`src/rtl/stack_sequencer.sv`:
```
// rtl/stack_sequencer.sv - stack pointer owner sequencing PUSH/POP/CALL/RET/INT/RTI as 16-bit word transfers
module stack_sequencer #(
  parameter logic [31:0] SP_INIT = 32'h000F_FFFF
) (
  input  logic        clk,
  input  logic        reset,
  input  logic        op_valid,
  input  logic [2:0]  op_code,
  output logic        op_ready,
  input  logic [15:0] data_in,
  input  logic [31:0] pc_in,
  input  logic [2:0]  flags_in,
  output logic [31:0] mem_addr,
  output logic        mem_wr,
  output logic        mem_rd,
  output logic [15:0] mem_wdata,
  input  logic [15:0] mem_rdata,
  output logic        stall,
  output logic        done,
  output logic [15:0] data_out,
  output logic [31:0] pc_out,
  output logic [2:0]  flags_out,
  output logic [31:0] sp_out
);

  localparam logic [2:0] OP_PUSH = 3'd0;
  localparam logic [2:0] OP_POP  = 3'd1;
  localparam logic [2:0] OP_CALL = 3'd2;
  localparam logic [2:0] OP_RET  = 3'd3;
  localparam logic [2:0] OP_INT  = 3'd4;
  localparam logic [2:0] OP_RTI  = 3'd5;

  typedef enum logic [2:0] {IDLE, WR, RD, CAP, DONE} state_t;

  state_t      state, state_nx;
  logic [2:0]  op;
  logic [1:0]  cnt;
  logic [1:0]  last;
  logic [15:0] d_lat;
  logic [31:0] pc_lat;
  logic [2:0]  f_lat;
  logic [31:0] sp;
  logic [15:0] wword;

  assign sp_out = sp;

  // index of the final word of the latched operation
  always_comb begin
    last = 2'd2;
    case (op)
      OP_PUSH, OP_POP: last = 2'd0;
      OP_CALL, OP_RET: last = 2'd1;
      default:         last = 2'd2;
    endcase
  end

  always_comb begin
    wword = d_lat;
    if (op == OP_CALL || op == OP_INT) begin
      case (cnt)
        2'd0:    wword = pc_lat[31:16];
        2'd1:    wword = pc_lat[15:0];
        default: wword = {13'b0, f_lat};
      endcase
    end
  end

  always_comb begin
    state_nx = state;
    case (state)
      IDLE: begin
        if (op_valid) begin
          case (op_code)
            OP_PUSH, OP_CALL, OP_INT: state_nx = WR;
            OP_POP, OP_RET, OP_RTI:   state_nx = RD;
            default:                  state_nx = DONE;
          endcase
        end
      end
      WR:      if (cnt == last) state_nx = DONE;
      RD:      state_nx = CAP;
      CAP:     state_nx = (cnt == last) ? DONE : RD;
      DONE:    state_nx = IDLE;
      default: state_nx = IDLE;
    endcase
  end

  always_comb begin
    op_ready  = (state == IDLE);
    stall     = (state != IDLE);
    done      = (state == DONE);
    mem_wr    = (state == WR);
    mem_rd    = (state == RD);
    mem_addr  = 32'd0;
    mem_wdata = 16'd0;
    if (state == WR) begin
      mem_addr  = sp;
      mem_wdata = wword;
    end else if (state == RD) begin
      mem_addr  = sp + 32'd1;
    end
  end

  always_ff @(posedge clk or negedge reset) begin
    if (!reset) begin
      state     <= IDLE;
      op        <= 3'd0;
      cnt       <= 2'd0;
      d_lat     <= 16'd0;
      pc_lat    <= 32'd0;
      f_lat     <= 3'd0;
      sp        <= SP_INIT;
      data_out  <= 16'd0;
      pc_out    <= 32'd0;
      flags_out <= 3'd0;
    end else begin
      state <= state_nx;
      case (state)
        IDLE: begin
          if (op_valid) begin
            op     <= op_code;
            d_lat  <= data_in;
            pc_lat <= pc_in;
            f_lat  <= flags_in;
            cnt    <= 2'd0;
          end
        end
        WR: begin
          sp  <= sp - 32'd1;
          cnt <= cnt + 2'd1;
        end
        RD: sp <= sp + 32'd1;
        CAP: begin
          cnt <= cnt + 2'd1;
          // pop order mirrors push order reversed: RTI gets flags, PC low, PC high
          case (op)
            OP_POP: data_out <= mem_rdata;
            OP_RET: begin
              if (cnt == 2'd0) pc_out[15:0]  <= mem_rdata;
              else             pc_out[31:16] <= mem_rdata;
            end
            OP_RTI: begin
              if (cnt == 2'd0)      flags_out     <= mem_rdata[2:0];
              else if (cnt == 2'd1) pc_out[15:0]  <= mem_rdata;
              else                  pc_out[31:16] <= mem_rdata;
            end
            default: ;
          endcase
        end
        default: ;
      endcase
    end
  end

endmodule

```
`config.mk`:
```
export PLATFORM = sky130hd
export DESIGN_NAME = stack_sequencer
export DESIGN_NICKNAME = d
export VERILOG_FILES = /design/src/rtl/stack_sequencer.sv
export SDC_FILE = /design/constraint.sdc
export NUM_CORES = 1
export LEC_CHECK = 0
export BUFFER_PORTS_ARGS = -buffer_cell sky130_fd_sc_hd__buf_2
export CORE_MARGIN = 5
export CORE_UTILIZATION = 45
export CTS_CLUSTER_SIZE = 24
export DETAILED_ROUTE_END_ITERATION = 12
export GPL_TIMING_DRIVEN = 0
export PLACE_DENSITY = 0.79
export SLEW_MARGIN = 10
export SYNTH_ARGS = -nofsm -noshare
export SYNTH_HDL_FRONTEND = slang
export SYNTH_SLANG_ARGS = --single-unit
```
`constraint.sdc`:
```
create_clock -name clk -period 7.1 [get_ports clk]
set_clock_uncertainty 0.05 [all_clocks]
set_input_delay 1.42 -clock clk [delete_from_list [all_inputs] [get_ports clk]]
set_output_delay 1.42 -clock clk [all_outputs]
set_load 0.02 [all_outputs]
```
==> summary.md, run 1 <==
| Metric | Value |
|---|---|
| Status | `complete, no violations` |
| Largest area contributor in the netlist | `dfrtp_1` |
| Initial DRC Count | `roughly 580` |
| Top cells by area, synth | `dfrtp_1, mux2_2, dfstp_2` |
| Startpoint types | `flop` |
| Main combinational cell family by area after synthesis | `multiplexers` |
| Total number of vias | `6491` |
| Setup Fix Bufs, Post-CTS | `0` |
| Area Growth Syn to Fin | `26.2%` |
| Setup slack after layout | `between 2 and 2.5 ns` |
| Setup_tns | `0 ns` |
| CP Max Fanout | `9` |
| Pins over their slew limit | `0` |
| H-tree lvl count | `4` |
| Hold Startpoint | `data_out[3]` |
| Crit path DAT | `~3.2 ns` |
| Max Clk Rate | `~0.21 GHz` |
| Number of global-route vias before repair | `roughly 6.6k` |
| I/O pin count | `209` |
| Register share of total power | `between 30% and 40%` |
| CTS resizes | `0` |
| Mux cell area share after synthesis | `between 10% and 20%` |
| Crit. End Element | `primary output` |
| Pre-antenna DRT Iters | `5` |
| Largest net degree at the start of global routing | `99` |
| Initial core utilization | `about 46%` |
| CORE AREA | `15900 µm²` |
| # setup viols final | `0` |
| Most frequent cells in the layout | `buf_2, dfrtp_1, mux2_2, o21ai_0, nand2_1` |
| Register area share after synthesis | `between 40% and 50%` |
| Post-detail-place hpwl | `between 15000 and 20000 µm` |
| Post-synthesis async set-or-reset flop share | `100%` |
| Worst-path clk slew | `about 0.06 ns` |
| RSZ-0062 raised after global routing | `false` |
| Hold depth | `1` |
| # DRC | `0` |
| Yosys warnings | `0` |
| CTS Root Cell | `clkbuf_16` |
| Final nets | `980` |
| Commonest non-fill, non-tap cell in the layout | `buf_2` |
| Die Y | `around 140 µm` |
| Gate power share | `between 40% and 50%` |
| Fin crit period | `~4.7 ns` |
| Row count | `46` |
| Net Sw Frac | `roughly 44%` |
| Synthesized instance count | `675` |
| Critical Path Start | `sp_out[0]` |
| Hold buffer count at CTS | `0` |
| CTS tree | `yes` |
| Clock share of power | `19.3%` |
| Syn Nets | `752` |
| Die area | `about 19000 µm²` |
| Synth Area in Adders | `0.682%` |
| Hold Crit Endpoint | `data_out[3]` |
| Grt ovf | `0` |
| # port buffers | `between 200 and 250` |
| #FFs+latches synth | `around 140` |
| DIE WIDTH | `roughly 140 µm` |
| Mapped cell area | `between 7000 and 8000 µm²` |
| Initial antenna violation count | `1` |
| WP data required | `roughly 5.6 ns` |
| R2R Path End | `pc_out[5]` |
| Hold Path Class | `flop to flop` |
| R2r worst-path depth | `8` |
| Final Cycle Share | `between 60% and 70%` |
| Sw power | `approximately 2000 µW` |
| Final Hold Vio Count | `0` |
| Post-synthesis compound-gate area fraction | `around an eighth` |
| Top-area cell type share of the netlist area | `between 40% and 50%` |
| Worst Tran Pin Value | `0.789 ns` |
| Final hold slack | `0.448 ns` |
| Reg2Reg Setup Slack | `between 4 and 5 ns` |
| CP Class | `flop to primary output` |
| Pwr/cell area | `around 490 nW/µm²` |
| First-pass GRT wire length | `between 30000 and 40000 µm` |
| Avg Synthesized Cell Area | `about 11 µm²` |
| Vias per cell | `roughly 5.7` |
| Maximum VDD drop | `approximately 0.24 mV` |
| Clock sinks | `between 100 and 150` |
| Post-route ant nets | `0` |
| GRT Util Overall | `23.3%` |
| Max-Cap Viols | `0` |
| Xor and xnor area share after synthesis | `between 3 and 4%` |
| Routed wire length | `21500 µm` |
| Relative slew slack | `47.3%` |
| Antenna fix cells | `0` |
| Post-synth EDFFs | `0` |
| Synth Flop Type | `dfrtp_1` |
| Cell-internal power | `2540 µW` |
| LEAKAGE | `around 0.0043 µW` |
| Number of buffers created by CTS | `17` |
| DR WL/cell | `about 19 µm` |
| Clk Latency, worst-skew pair | `0.43 ns` |
| Deepest clock path buffer count | `2` |
| Final core occ | `58.1%` |
| Post-Synth Simple-Gate Area | `a little over an eighth` |
| Placer congestion estimate | `between 0.9 and 1` |
| Unique masters post-synth | `59` |
| Share of layout cells above drive strength 1 | `between 40 and 50%` |
| R2R Path Start | `cnt[1]` |
| Post-Place Worst Slack | `roughly 2.9 ns` |
kinds of logic after synthesis:
logic type / after synthesis
buffers and inverters: 63
adder cells (fa/ha/maj): 4
AND/OR/NAND/NOR: 177
AO/OA/AOI/OAI: 148
XOR/XNOR: 33
multiplexers: 108
flip-flops: 142
through the flow:
stage,total power [µW],area (µm²),std cells
floorplan,2920,7340,675
global placement,3590,8650,1099
detailed placement,3650,8690,1100
CTS,4550,9260,1132
global route,4820,9260,1132
finish,4530,9260,1132
area by class of cell:
cell class                      count  area (µm²)
Inverter                           13        48.8
Clock buffer                       20         447
Timing Repair Buffer              209        1080
Sequential cell                   142        3580
Clock inverter                     12         126
Multi-Input combinational cell    470        3490
Tap cell                          216         270
Buffer                             50         216
Fill cell                        1356        6680
Yosys cell counts (all sizes together), types with 2 or more instances:
cell type / number
and2: 5
nand4: 13
mux2i: 2
or3b: 2
a311oi: 3
nand3: 33
nand2: 38
a21oi: 19
and4: 2
nor4b: 2
ha: 4
o31ai: 10
nor3: 12
mux2: 106
nor4: 11
nor2: 35
o21ai: 49
inv: 13
o22ai: 2
or3: 6
o41ai: 2
a31oi: 19
a211oi: 14
or4: 6
dfrtp: 122
o32ai: 4
nand2b: 2
buf: 19
and3: 5
a2bb2oi: 2
clkbuf: 31
dfstp: 20
a22oi: 18
xnor2: 11
xor2: 22
o31a: 2
critical path: stages (launching register included):
cell and delay [ns]:
dfstp_2 0.62, ha_1 0.29, nand4_1 0.29, nor4_4 0.64, and3_1 0.23, buf_2 0.21
nand3_1 0.10, o21ai_0 0.22, buf_2 0.22
power by group through the flow:
stage	logic, µW	clock network [µW]	registers [µW]
after floorplan	1250	0	1670
final	2190	873	1470
after global routing	2370	933	1510
after global placement	2140	0	1450
after CTS	2190	890	1460
after detailed placement	2180	0	1470
sequential cells by signal (all words and copies together) (netlist names):
register   flops
op             3
cnt            2
d_lat         16
sp_out        32
pc_lat        32
flags_out      3
f_lat          3
pc_out        32
data_out      16
state          3
routing by layer:
metal / up-vias / wire [µm] / global-route usage (%)
li1: 2952 / - / -
met4: 2 / 436 / 9.17
met5: - / 13 / 0
met3: 52 / 2120 / 6.90
met1: 3154 / 8490 / 29.4
met2: 331 / 10400 / 37.7
how the worst max path moves through the flow:
stage | slack, ns | cells after the start | to
after floorplan | 3.14 | 7 | mem_addr[30]
after global placement | 2.53 | 1 | d_lat[2]
after detailed placement | 2.89 | 8 | mem_addr[30]
after CTS | 2.39 | 8 | mem_addr[30]
after global routing | 2.18 | 7 | mem_addr[31]
final | 2.39 | 8 | mem_addr[30]
Power figures use the tool's default switching activity.
==> run 2, diff against run 1 <==
--- a/config.mk
+++ b/config.mk
@@ -5,13 +5,14 @@
 export SDC_FILE = /design/constraint.sdc
 export NUM_CORES = 1
 export LEC_CHECK = 0
+export ABC_AREA = 1
 export BUFFER_PORTS_ARGS = -buffer_cell sky130_fd_sc_hd__buf_2
 export CORE_MARGIN = 5
 export CORE_UTILIZATION = 45
 export CTS_CLUSTER_SIZE = 24
 export DETAILED_ROUTE_END_ITERATION = 12
 export GPL_TIMING_DRIVEN = 0
-export PLACE_DENSITY = 0.79
+export PLACE_DENSITY = 0.78
 export SLEW_MARGIN = 10
 export SYNTH_ARGS = -nofsm -noshare
 export SYNTH_HDL_FRONTEND = slang
==> constraint.sdc (replaced) <==
create_clock -name clk -period 4.7 [get_ports clk]
set_clock_uncertainty 0.05 [all_clocks]
set_input_delay 0.94 -clock clk [delete_from_list [all_inputs] [get_ports clk]]
set_output_delay 0.94 -clock clk [all_outputs]
set_load 0.02 [all_outputs]
==> run 2 against run 1 <==
  * Critical path depth fell by 1
  * Sequential cell count is the same
  * Synthesized area up 11%
  * Synthesized cell count increased by 57%
==> summary.md, run 2 <==
| Metric | Value |
|---|---|
| Status | `complete, no violations` |
| Worst Tran Pin Value | `0.708 ns` |
| CP max-delay cell | `clkbuf_1` |
| Pre-antenna DRT Iters | `6` |
| Post-synth top cells | `nand2_1, nor2_1, dfrtp_1` |
| LEAKAGE | `0.00491 µW` |
| Post-synth EDFFs | `0` |
| Pins over their slew limit | `0` |
| Most frequent cells in the layout | `nand2_1, buf_2, nor2_1, dfrtp_1, o21ai_0` |
| Initial core utilization | `roughly 45%` |
| Crit path largest cell delay | `~0.46 ns` |
| Post-Synth Simple-Gate Area | `a little over a quarter` |
| Setup slack after layout | `around 1.1 ns` |
| Setup Fix Bufs, Post-CTS | `0` |
| #FFs+latches synth | `142` |
| # port buffers | `208` |
| CTS Root Cell | `clkbuf_16` |
| # DRC | `0` |
| Hold Path Class | `input port to async pin` |
| Vias per cell | `between 5 and 6` |
| Worst-path clk slew | `about 0.070 ns` |
| Mux cell area share after synthesis | `7.15%` |
| Clock sinks | `142` |
| Crit path DAT | `~2.6 ns` |
| Initial DRC Count | `720` |
| Setup_tns | `0 ns` |
| # setup viols final | `0` |
| Post-Place Worst Slack | `~1.6 ns` |
| Placer congestion estimate | `between 1 and 1.5` |
| Count leader, synth | `nand2_1` |
| Mapped cell area | `about 8100 µm²` |
| Final Cycle Share | `roughly 76%` |
| Final hold slack | `0.378 ns` |
| Pwr/cell area | `702 nW/µm²` |
| Critical path buffers and inverters | `4` |
| Register area share after synthesis | `between 40% and 50%` |
| H-tree lvl count | `4` |
| Multi-input gate area | `approximately 4000 µm²` |
| CP Class | `flop to primary output` |
| Power, Total | `just over 7000 µW` |
| First-pass GRT wire length | `about 43000 µm` |
| Post-detail-place hpwl | `between 15000 and 20000 µm` |
| Share of layout cells above drive strength 1 | `29.8%` |
| Register area | `around 3600 µm²` |
| Routed wire length | `approximately 27000 µm` |
| Largest net degree at the start of global routing | `94` |
| Total number of vias | `8339` |
| Syn Nets | `~1.1k` |
| Row count | `49` |
| Crit-path cells | `inv_1 > ha_1 > buf_1 > clkbuf_1 > a221oi_1 > nor2_1 > buf_2` |
| Max-Cap Viols | `0` |
| Fillers | `around 1.7k` |
| Main combinational cell family by area after synthesis | `simple AND/OR/NAND/NOR gates` |
| Hold buffer count at CTS | `0` |
| GRT Util Overall | `between 20% and 30%` |
| Die area | `approximately 21000 µm²` |
| Number of buffers created by CTS | `17` |
| Final nets | `1366` |
| Initial antenna violation count | `2` |
| Synth Flop Type | `dfrtp_1` |
| Die Y | `144 µm` |
| Critical path's top delay family | `buffers and inverters` |
| Clk Latency, worst-skew pair | `0.43 ns` |
| CP Max Fanout | `10` |
| CORE AREA | `roughly 18000 µm²` |
| Startpoint types | `flop` |
| DP Cell Count | `1499` |
| Post-synthesis compound-gate area fraction | `between 10% and 20%` |
| Xor and xnor area share after synthesis | `less than 1%` |
| Max Clk Rate | `0.279 GHz` |
| Relative slew slack | `approximately 53%` |
| Yosys warnings | `0` |
| Maximum VDD drop | `0.355 mV` |
| Synth Area in Adders | `less than 1%` |
| DIE WIDTH | `between 100 and 150 µm` |
| Synthesized instance count | `1061` |
| Fin crit period | `3.59 ns` |
| Area Growth Syn to Fin | `24.3%` |
| Top-area cell type share of the netlist area | `between 30% and 40%` |
| DR WL/cell | `17.7 µm` |
| Commonest non-fill, non-tap cell in the layout | `nand2_1` |
| Largest area contributor in the netlist | `dfrtp_1` |
| Fin cells | `1533` |
| Crit. End Element | `primary output` |
| CTS tree | `yes` |
| Post-synthesis async set-or-reset flop share | `100%` |
| Deepest clock path buffer count | `2` |
| Top cells by area, synth | `dfrtp_1, nand2_1, mux2_2` |
| I/O pin count | `about 210` |
| Avg Synthesized Cell Area | `7.67 µm²` |
| CTS resizes | `0` |
| Post-route ant nets | `0` |
| WP data required | `about 3.7 ns` |
| Final Hold Vio Count | `0` |
| RSZ-0062 raised after global routing | `false` |
| Unique masters post-synth | `43` |
| Grt ovf | `0` |
| Number of global-route vias before repair | `~8.2k` |
[run 2: cell count changes in the layout (fill, tap and decap cells not counted), sizes merged, moves of 13 or more]
cell and change:
nand2 +256, nor2 +121, inv +74, o21ai +66
mux2 -55, nand3 +24, a21oi +22, a22oi -17
xor2 -16, buf +15, a211oi -14, a221oi +13
clkbuf -13
[run 2: metal layers]
layer	track usage, %	vias to the layer above	part of all wire, %
li1	-	3934	-
met3	6.98	71	10
met5	0	-	0
met4	10.7	0	3.3
met1	33.8	3864	40
met2	42.0	470	47
[run 2: kinds of logic (layout without fill, tap and decap cells)]
group / Yosys count / after routing
and+or+nand+nor: 525 / 525
AOI/OAI and AO/OA: 192 / 192
DFF: 142 / 142
buffers and inverters: 140 / 381
muxes: 51 / 51
xor gates and xnor gates: 7 / 7
adders and majority gates: 4 / 4
other: 0 / 2
[run 2: path summary, 6_finish.rpt]
kind / endpoint / slack (ns) / cells past startpoint / startpoint
max: mem_wdata[5] / 1.11 / 7 / cnt[0]
max in group asynchronous: pc_lat[30] / 3.44 / 2 / reset
min: sp_out[20] / 0.38 / 1 / reset
max reg2reg: sp_out[25] / 2.56 / 12 / sp_out[6]
min reg2reg: data_out[14] / 0.43 / 2 / data_out[14]
min in group clk: data_out[14] / 0.43 / 2 / data_out[14]
[run 2: report_power, final]
group / total [µW] / internal, µW / leakage, µW / switching (µW)
Clock: 1400 / 766 / 0.000293 / 638
Sequential: 2160 / 1780 / 0.00157 / 388
Combinational: 3540 / 1190 / 0.00305 / 2350
[run 2: layout make-up]
class	count	share of cell area, %
sequential	142	35.4
clock inverter	15	1.83
tap	229	2.83
buffer	55	2.83
timing repair buffer	209	10.7
antenna	2	0.0495
multi-input combinational	779	39.1
clock buffer	17	4.20
inverter	85	3.15
[run 2: worst reg2reg max path, stage by stage (launching register included)]
cell and delay [ns]:
dfstp_2 0.52, clkbuf_2 0.18, nand2_1 0.14, nor2_1 0.24
nand2_2 0.17, nor2_1 0.30, nand2_1 0.09, nand2_1 0.06
nand2_1 0.05, nand2_1 0.06, o21ai_1 0.07, nand2_1 0.06
nand2_1 0.05
[run 2: metrics by stage]
stage                     util [%]  cell area [µm²]
after floorplan                  -             8140
after global placement        52.9             9460
after detailed placement      53.1             9500
after CTS                     56.5            10100
after global routing          56.5            10100
final                         56.5            10100
